==> config.mk <==
export PLATFORM = sky130hd
export DESIGN_NAME = mc_sequencer
export DESIGN_NICKNAME = d
export VERILOG_FILES = /design/src/rtl/mc_sequencer.sv
export SDC_FILE = /design/constraint.sdc
export NUM_CORES = 1
export LEC_CHECK = 0
export CAP_MARGIN = 20
export CORE_AREA = 2 2 80 82
export DETAILED_ROUTE_END_ITERATION = 7
export DIE_AREA = 0 0 82 84
export GPL_TIMING_DRIVEN = 0
export PLACE_DENSITY = 0.67
export SYNTH_ARGS = -nofsm -noshare
export SYNTH_HDL_FRONTEND = slang
export SYNTH_SLANG_ARGS = --single-unit
==> constraint.sdc <==
create_clock -name clk -period 2.8 [get_ports clk]
set_clock_uncertainty 0.15 [all_clocks]
set_input_delay 0.84 -clock clk [delete_from_list [all_inputs] [get_ports clk]]
set_output_delay 0.84 -clock clk [all_outputs]
set_load 0.01 [all_outputs]
==> src/rtl/mc_sequencer.sv <==
// mc_sequencer: multi-cycle KGP-RISC control FSM (FETCH/DECODE/EXEC/MEM/WB) with one handshaked memory port
//
// Ports:
//   clk, rst          clock, synchronous active-high reset
//   run               level; 1 = execute, 0 = park in IDLE at the next instruction boundary
//   opcode            IR[31:26], latched in DECODE
//   mem_ready         memory completes the current request this cycle
//   mem_req/mem_we    memory request (held until mem_ready) and write qualifier
//   mem_addr_sel      0 = PC, 1 = ALU result
//   ir_write/pc_write IR load and PC+4 pulses on fetch completion
//   branch_en         branch/jump resolve strobe
//   reg_write         register-file write strobe
//   reg_dst/mem2reg   writeback register and data selects
//   alu_src/lbl_sel/jmp_sel  datapath operand and branch-target selects
//   busy/fault        activity and sticky fault flags
//   instr_count       retired instructions, wraps
//
// Parameters: MEM_TIMEOUT (0 disables the memory timeout), CNT_W.
// Build option: define ILLEGAL_TRAP_EN to send unlisted opcodes to FAULT instead of retiring them as NOPs.
module mc_sequencer #(
  parameter int MEM_TIMEOUT = 16,
  parameter int CNT_W = 32
) (
  input  logic             clk,
  input  logic             rst,
  input  logic             run,
  input  logic [5:0]       opcode,
  input  logic             mem_ready,
  output logic             mem_req,
  output logic             mem_we,
  output logic             mem_addr_sel,
  output logic             ir_write,
  output logic             pc_write,
  output logic             branch_en,
  output logic             reg_write,
  output logic [1:0]       reg_dst,
  output logic [1:0]       mem2reg,
  output logic             alu_src,
  output logic             lbl_sel,
  output logic             jmp_sel,
  output logic             busy,
  output logic             fault,
  output logic [CNT_W-1:0] instr_count
);
  typedef enum logic [2:0] {IDLE, FETCH, DECODE, EXEC, MEM, WB, FAULT} state_t;
  localparam int WW = $clog2(MEM_TIMEOUT + 2);
  localparam logic [WW-1:0] WAIT_LAST = WW'(MEM_TIMEOUT == 0 ? 0 : MEM_TIMEOUT - 1);
`ifdef ILLEGAL_TRAP_EN
  localparam bit TRAP = 1'b1;
`else
  localparam bit TRAP = 1'b0;
`endif
  state_t state_q, state_d;
  logic [5:0] opcode_q, opcode_d;
  logic [WW-1:0] wait_q, wait_d;
  logic [CNT_W-1:0] cnt_q, cnt_d;
  logic is_r, is_addi, is_cmpi, is_lw, is_sw, is_b, is_lbl, is_br, is_bl, legal, timeout;
  state_t ret_s;
  assign is_r    = opcode_q == 6'b000000;
  assign is_addi = opcode_q == 6'b001000;
  assign is_cmpi = opcode_q == 6'b001001;
  assign is_lw   = opcode_q == 6'b010000;
  assign is_sw   = opcode_q == 6'b011000;
  assign is_b    = opcode_q == 6'b101000 || opcode_q == 6'b101001 || opcode_q == 6'b101010;
  assign is_lbl  = opcode_q[5:3] == 3'b110;
  assign is_br   = opcode_q == 6'b100000;
  assign is_bl   = opcode_q == 6'b101011;
  assign legal   = is_r | is_addi | is_cmpi | is_lw | is_sw | is_b | is_lbl | is_br | is_bl;
  // A stalled request faults on the cycle that would be its MEM_TIMEOUT-th wait; ready in that cycle wins.
  assign timeout = MEM_TIMEOUT != 0 && !mem_ready && wait_q == WAIT_LAST;
  assign ret_s   = run ? FETCH : IDLE;
  assign busy    = state_q != IDLE && state_q != FAULT;
  assign fault   = state_q == FAULT;
  assign instr_count = cnt_q;
  always_comb begin
    state_d = state_q;
    opcode_d = opcode_q;
    wait_d = '0;
    cnt_d = cnt_q;
    mem_req = 1'b0;
    mem_we = 1'b0;
    mem_addr_sel = 1'b0;
    ir_write = 1'b0;
    pc_write = 1'b0;
    branch_en = 1'b0;
    reg_write = 1'b0;
    reg_dst = 2'b00;
    mem2reg = 2'b00;
    alu_src = 1'b0;
    lbl_sel = 1'b0;
    jmp_sel = 1'b0;
    case (state_q)
      IDLE: state_d = run ? FETCH : IDLE;
      FETCH: begin
        mem_req = 1'b1;
        ir_write = mem_ready;
        pc_write = mem_ready;
        wait_d = mem_ready ? '0 : wait_q + 1'b1;
        state_d = mem_ready ? DECODE : timeout ? FAULT : FETCH;
      end
      DECODE: begin
        opcode_d = opcode;
        state_d = EXEC;
      end
      EXEC: begin
        alu_src = is_addi | is_cmpi | is_lw | is_sw;
        branch_en = is_b | is_lbl | is_br | is_bl;
        lbl_sel = is_lbl;
        jmp_sel = is_br;
        reg_write = is_bl;
        reg_dst = is_bl ? 2'b11 : 2'b00;
        if (is_r || is_addi || is_cmpi) state_d = WB;
        else if (is_lw || is_sw) state_d = MEM;
        else if (TRAP && !legal) state_d = FAULT;
        else begin
          state_d = ret_s;
          cnt_d = cnt_q + 1'b1;
        end
      end
      MEM: begin
        mem_req = 1'b1;
        mem_addr_sel = 1'b1;
        alu_src = 1'b1;
        mem_we = is_sw;
        wait_d = mem_ready ? '0 : wait_q + 1'b1;
        state_d = mem_ready ? (is_lw ? WB : ret_s) : timeout ? FAULT : MEM;
        cnt_d = mem_ready && !is_lw ? cnt_q + 1'b1 : cnt_q;
      end
      WB: begin
        reg_write = 1'b1;
        mem2reg = is_lw ? 2'b01 : 2'b11;
        alu_src = is_addi | is_cmpi | is_lw;
        state_d = ret_s;
        cnt_d = cnt_q + 1'b1;
      end
      FAULT: state_d = FAULT;
      default: state_d = IDLE;
    endcase
  end
  always_ff @(posedge clk) begin
    if (rst) begin
      state_q <= IDLE;
      opcode_q <= '0;
      wait_q <= '0;
      cnt_q <= '0;
    end else begin
      state_q <= state_d;
      opcode_q <= opcode_d;
      wait_q <= wait_d;
      cnt_q <= cnt_d;
    end
  end
endmodule

; After elaboration in Yosys (flattened, before gate mapping)
; Cells that the tools add are included.
[classes]
add_sub_neg = 2
eq_ne = 21
mux = 26
n_bitwise = 7
n_reduce_logical = 18
[ops]
columns = operator, count
row1 = 32-bit 2-to-1 mux, 3
row2 = 32-bit case mux with 3 select lines, 1
row3 = "32-bit by 1-bit adder with 32-bit output, second input constant", 1
row4 = "6-bit == test, second input constant", 5
row5 = 3-bit 2-to-1 mux, 6
row6 = 3-bit case mux with 6 select lines, 1
row7 = "3-bit == test, second input constant", 4
row8 = "6-bit by 4-bit == test with 1-bit output, second input constant", 2
row9 = "6-bit by 5-bit == test with 1-bit output, second input constant", 2
row10 = 2-bit 2-to-1 mux, 5
row11 = 1-bit 2-to-1 mux, 8
row12 = "3-bit by 2-bit == test with 1-bit output, second input constant", 2
row13 = 6-bit logical NOT, 1
row14 = "2-bit inequality test, second input constant", 3
row15 = 1-bit OR, 6
row16 = 3-bit nonzero test, 2
row17 = "5-bit by 1-bit adder with 5-bit output, second input constant", 1
row18 = "5-bit by 4-bit == test with 1-bit output, second input constant", 1
row19 = 1-bit logical OR, 5
row20 = 4-bit AND reduction, 1
row21 = 2-bit OR reduction, 2
row22 = "3-bit by 1-bit == test with 1-bit output, second input constant", 1
row23 = 1-bit logical AND, 3
row24 = 3-bit logical NOT, 1
row25 = 6 further kinds, 7
[word_totals]
regBits = 46
out_inout_bits = 48
word_cells = 78

; Depth between registers and ports, before layout
[depth]
word_depth = 7
mapped_depth = 8

; Least setup slack after synthesis
; No wires, ideal clock.
[synth_timing]
path_kind = reg-to-output
startpoint = reg state_q[2]
endpoint = out reg_write
t_arrival_ns = 1.735
path_slack_ns = 0.075
path_stages_with_launch = 6
path_cell_list = dfxtp_1 > clkbuf_1 > nor2b_1 > nand3_1 > nor4_1 > or2_2
[synth_between]
elab_chain_len = 2
[synth_lines]
columns = item, line
row1 = start: declaration, 53  ; state_t state_q, state_d;
row2 = start signal: assignment, 147  ; state_q <= state_d;
row3 = 3-bit == test or 3-bit by 2-bit == test with 1-bit output (tied branches), 92  ; case (state_q)
row4 = 1-bit case mux with 2 select lines *, 92
row5 = end: declaration, 35  ; output logic reg_write,
; Every way passes the cells marked *; elsewhere a longest branch is shown, timed or not.

; Worst setup path after layout
[layout_timing]
startpoint = reg state_q[1]
endpoint = out fault
[layout_between]
elab_chain_len = 1
[layout_lines]
columns = item, line
row1 = 3-bit == test, 73  ; assign fault = state_q == FAULT;
row2 = end: declaration, 42  ; output logic fault,
; Every way passes these cells.

==> impl_metrics.py <==
metrics = {
    "timing": {
        "finalSetupViolCount": 0,
        "setup_ws_ns": 0.0626,
        "final-hold-violation-count": 0,
        "period_share_pct": 97.8,
        "slew_headroom_pct": 58.8,
        "fin_setup_tns_ns": 0,
        "tightestPinTransition_ns": 0.615,
        "slew_violations": 0,
        "whs_ns": 0.307,
        "fmax_ghz": 0.365,
        "grt_setup_unrepaired": "true",
        "fin_crit_ns": 2.74,
    },
    "clocking": {
        "clockBufferDepth": 2,
        "ctsHoldBuffers": 0,
        "insertion_delay_ns": 0.30,
        "clkSinkCount": 46,
        "cts_made_buffers": 5,
        "h-tree-depth": 2,
        "clkTransAtPathRegs_ns": 0.08,
        "root_buffer": "clkbuf_8",
        "tritoncts": "done",
    },
    "worst_setup_path": {
        "startpoint_type": "flip-flop",
        "cp.buffers_inverters": 3,
        "cp_cell_sequence": "clkbuf_8, inv_1, nor2_1, and2_1, clkdlybuf4s50_1",
        "cp_top_family": "buffers and inverters",
        "crit_type": "flip-flop to output port",
        "worstPathArrival_ns": 1.75,
        "required_ns": 1.81,
        "endpoint_kind": "output port",
        "max_stage_delay_ns": 0.53,
        "cpMaxStageDelayCell": "clkdlybuf4s50_1",
        "crit_fanout": 10,
    },
    "synth": {
        "yosys.area.top_type": "dfxtp_1",
        "syn-cell-area_um2": 2550,
        "synth.net_count": 320,
        "avgSynthCellArea_um2": 8.32,
        "synth.distinct_cells": 51,
        "synthTopCellsByArea": "dfxtp_1 36%, or4_1 6.2%, a21oi_1 6.1%",
        "synth_top_area_share_pct": 36.0,
        "ys_seq_elements": 46,
        "syn_inst": 307,
        "ys_seq_area_share_pct": 36.0,
        "synthFlopType": "dfxtp_1",
        "ys_warn_count": 0,
        "synth-edff-count": 0,
        "synthArstFlopShare_pct": 0,
    },
    "die": {
        "die_w_um": 82,
        "fp.coreArea_um2": 6100,
        "die_h_um": 84,
        "core.rowCount": 29,
        "dieArea_um2": 6890,
        "io_pins": 58,
        "initial_core_util_pct": 41.9,
    },
    "place": {
        "portBuffers": 56,
        "dp_cells": 440,
        "dp_hpwl_mm": 4.92,
        "place.gp.congestion": 0.863,
        "place_worst_setup_slack_ns": -0.640,
    },
    "outcome": {
        "status": "finished, final reports clean",
    },
    "detailed_routing": {
        "ant_nets": 0,
        "vias_per_cell": 5.86,
        "totalWireLength_mm": 6.95,
        "drt_iter0_drc": 123,
        "vias": 2630,
        "detail_route.wl_per_cell_um": 15.5,
        "drt_first_pass_iters": 5,
        "drc": 0,
    },
    "power": {
        "total_leakage_power_uw": 0.00116,
        "ir_worst_vdd_uv": 277,
        "power.density_nw_per_um2": 505,
    },
    "finish": {
        "final_common_cell": "clkdlybuf4s50_1",
        "n_fill_cell": 591,
        "area_growth_pct": 32.4,
        "final_cells": 449,
        "drive_above_1_share_pct": 14.2,
        "antenna_cells": 0,
        "nNetsFinal": 384,
        "layout_common_cells": "44 x clkdlybuf4s50_1, 40 x dfxtp_1, 31 x a21oi_1",
    },
    "grt": {
        "grt_first_pass_wirelength_mm": 11.5,
        "antenna_found_initial": 0,
        "grt-ovfl-total": 0,
        "grt_pass1_vias": 2370,
        "grt_usage_pct": 20.9,
        "grt_max_degree": 14,
    },
    "worst_hold_path": {
        "min-delay-path-class": "flip-flop to flip-flop",
    },
    "flow_run": {
        "cap_violations": 0,
    },
}
-- registers in the layout, summed over array words and instances (netlist names) --
| signal | flops |
|---|---|
| wait_q | 5 |
| opcode_q | 6 |
| instr_count | 32 |
| state_q | 3 |
-- report_power, final --
part / internal [uW] / switching, uW / leakage, uW / total (uW)
registers: 694 / 60.7 / 0.000375 / 755
logic: 236 / 293 / 0.000739 / 528
clock network: 200 / 224 / 0.0000482 / 424
-- per-stage QoR --
| stage | util, % | power (uW) | area [um2] |
|---|---|---|---|
| final | 55.5 | 1710 | 3380 |
| after global routing | 55.5 | 1810 | 3380 |
| after CTS | 55.2 | 1710 | 3370 |
| after detailed placement | 52.7 | 1250 | 3210 |
| after global placement | 52.7 | 1250 | 3210 |
| after floorplan | - | 1070 | 2550 |
-- repair_timing --
item,CTS,global route
resized for setup,35,10
hold endpoints to repair,0,0
buffers inserted,2,2
cloned,0,0
setup endpoints to repair,17,8
pin swaps,1,2
-- metal layers --
layer	track usage [%]	share of wire [%]
met3	3.90	4.2
met1	31.2	49
met5	0	0
met2	31.5	46
met4	3.94	1.1
-- kinds of logic after synthesis --
group	Yosys count	synth area share, %
AOI/OAI and AO/OA	80	19.9
xor gates and xnor gates	3	1.03
adders and majority gates	3	1.47
buffers and inverters	32	6.95
DFF	46	36.0
muxes	9	3.67
and+or+nand+nor	134	30.9
-- final timing paths --
check | cells past startpoint | endpoint | slack (ns) | from
worst max-delay path | 5 | fault | 0.06 | state_q[1]
worst min-delay path | 1 | wait_q[0] | 0.31 | wait_q[0]
worst max register to register | 7 | instr_count[30] | 0.35 | instr_count[3]
worst min register to register | 1 | wait_q[0] | 0.31 | wait_q[0]
-- worst reg2reg max path: stages, from the launching register on --
cell     delay (ns)
dfxtp_1        0.49
and4_1         0.24
buf_6          0.13
and4_2         0.21
buf_2          0.20
nand3_1        0.16
nor4b_1        0.40
mux2_2         0.37
-- cells in the mapped netlist, types with 2 or more instances --
library cell  instances
and4_1                2
a311oi_1              2
o21ai_0              11
a21oi_1              31
nor2b_1               8
nor4b_1               2
buf_2                 4
nor2_1               25
nand2b_1              4
xor2_1                2
nor4_1                4
mux2i_1               6
or3_2                 2
o31ai_1              20
or4_1                21
o21a_1                2
clkbuf_1             12
inv_1                 7
clkbuf_8              2
and3_1                4
nand4_1              10
a211oi_1              3
nand2_1              18
or3_1                 8
mux2_2                3
buf_4                 4
o41ai_1               3
or4b_1                2
a31oi_1               2
ha_1                  3
nor3_1                4
and2_1                2
dfxtp_1              46
nand3_1              11
-- cell type report --
type,count,area (um2),area share (%)
buffer,22,151,4.48
clock buffer,7,86.3,2.55
multi-input combinational,229,1520,44.8
sequential,46,933,27.6
clock inverter,1,5.00,0.148
tap,77,96.3,2.85
inverter,7,26.3,0.777
timing repair buffer,60,568,16.8
No activity file was read; power rests on OpenSTA's default activity.
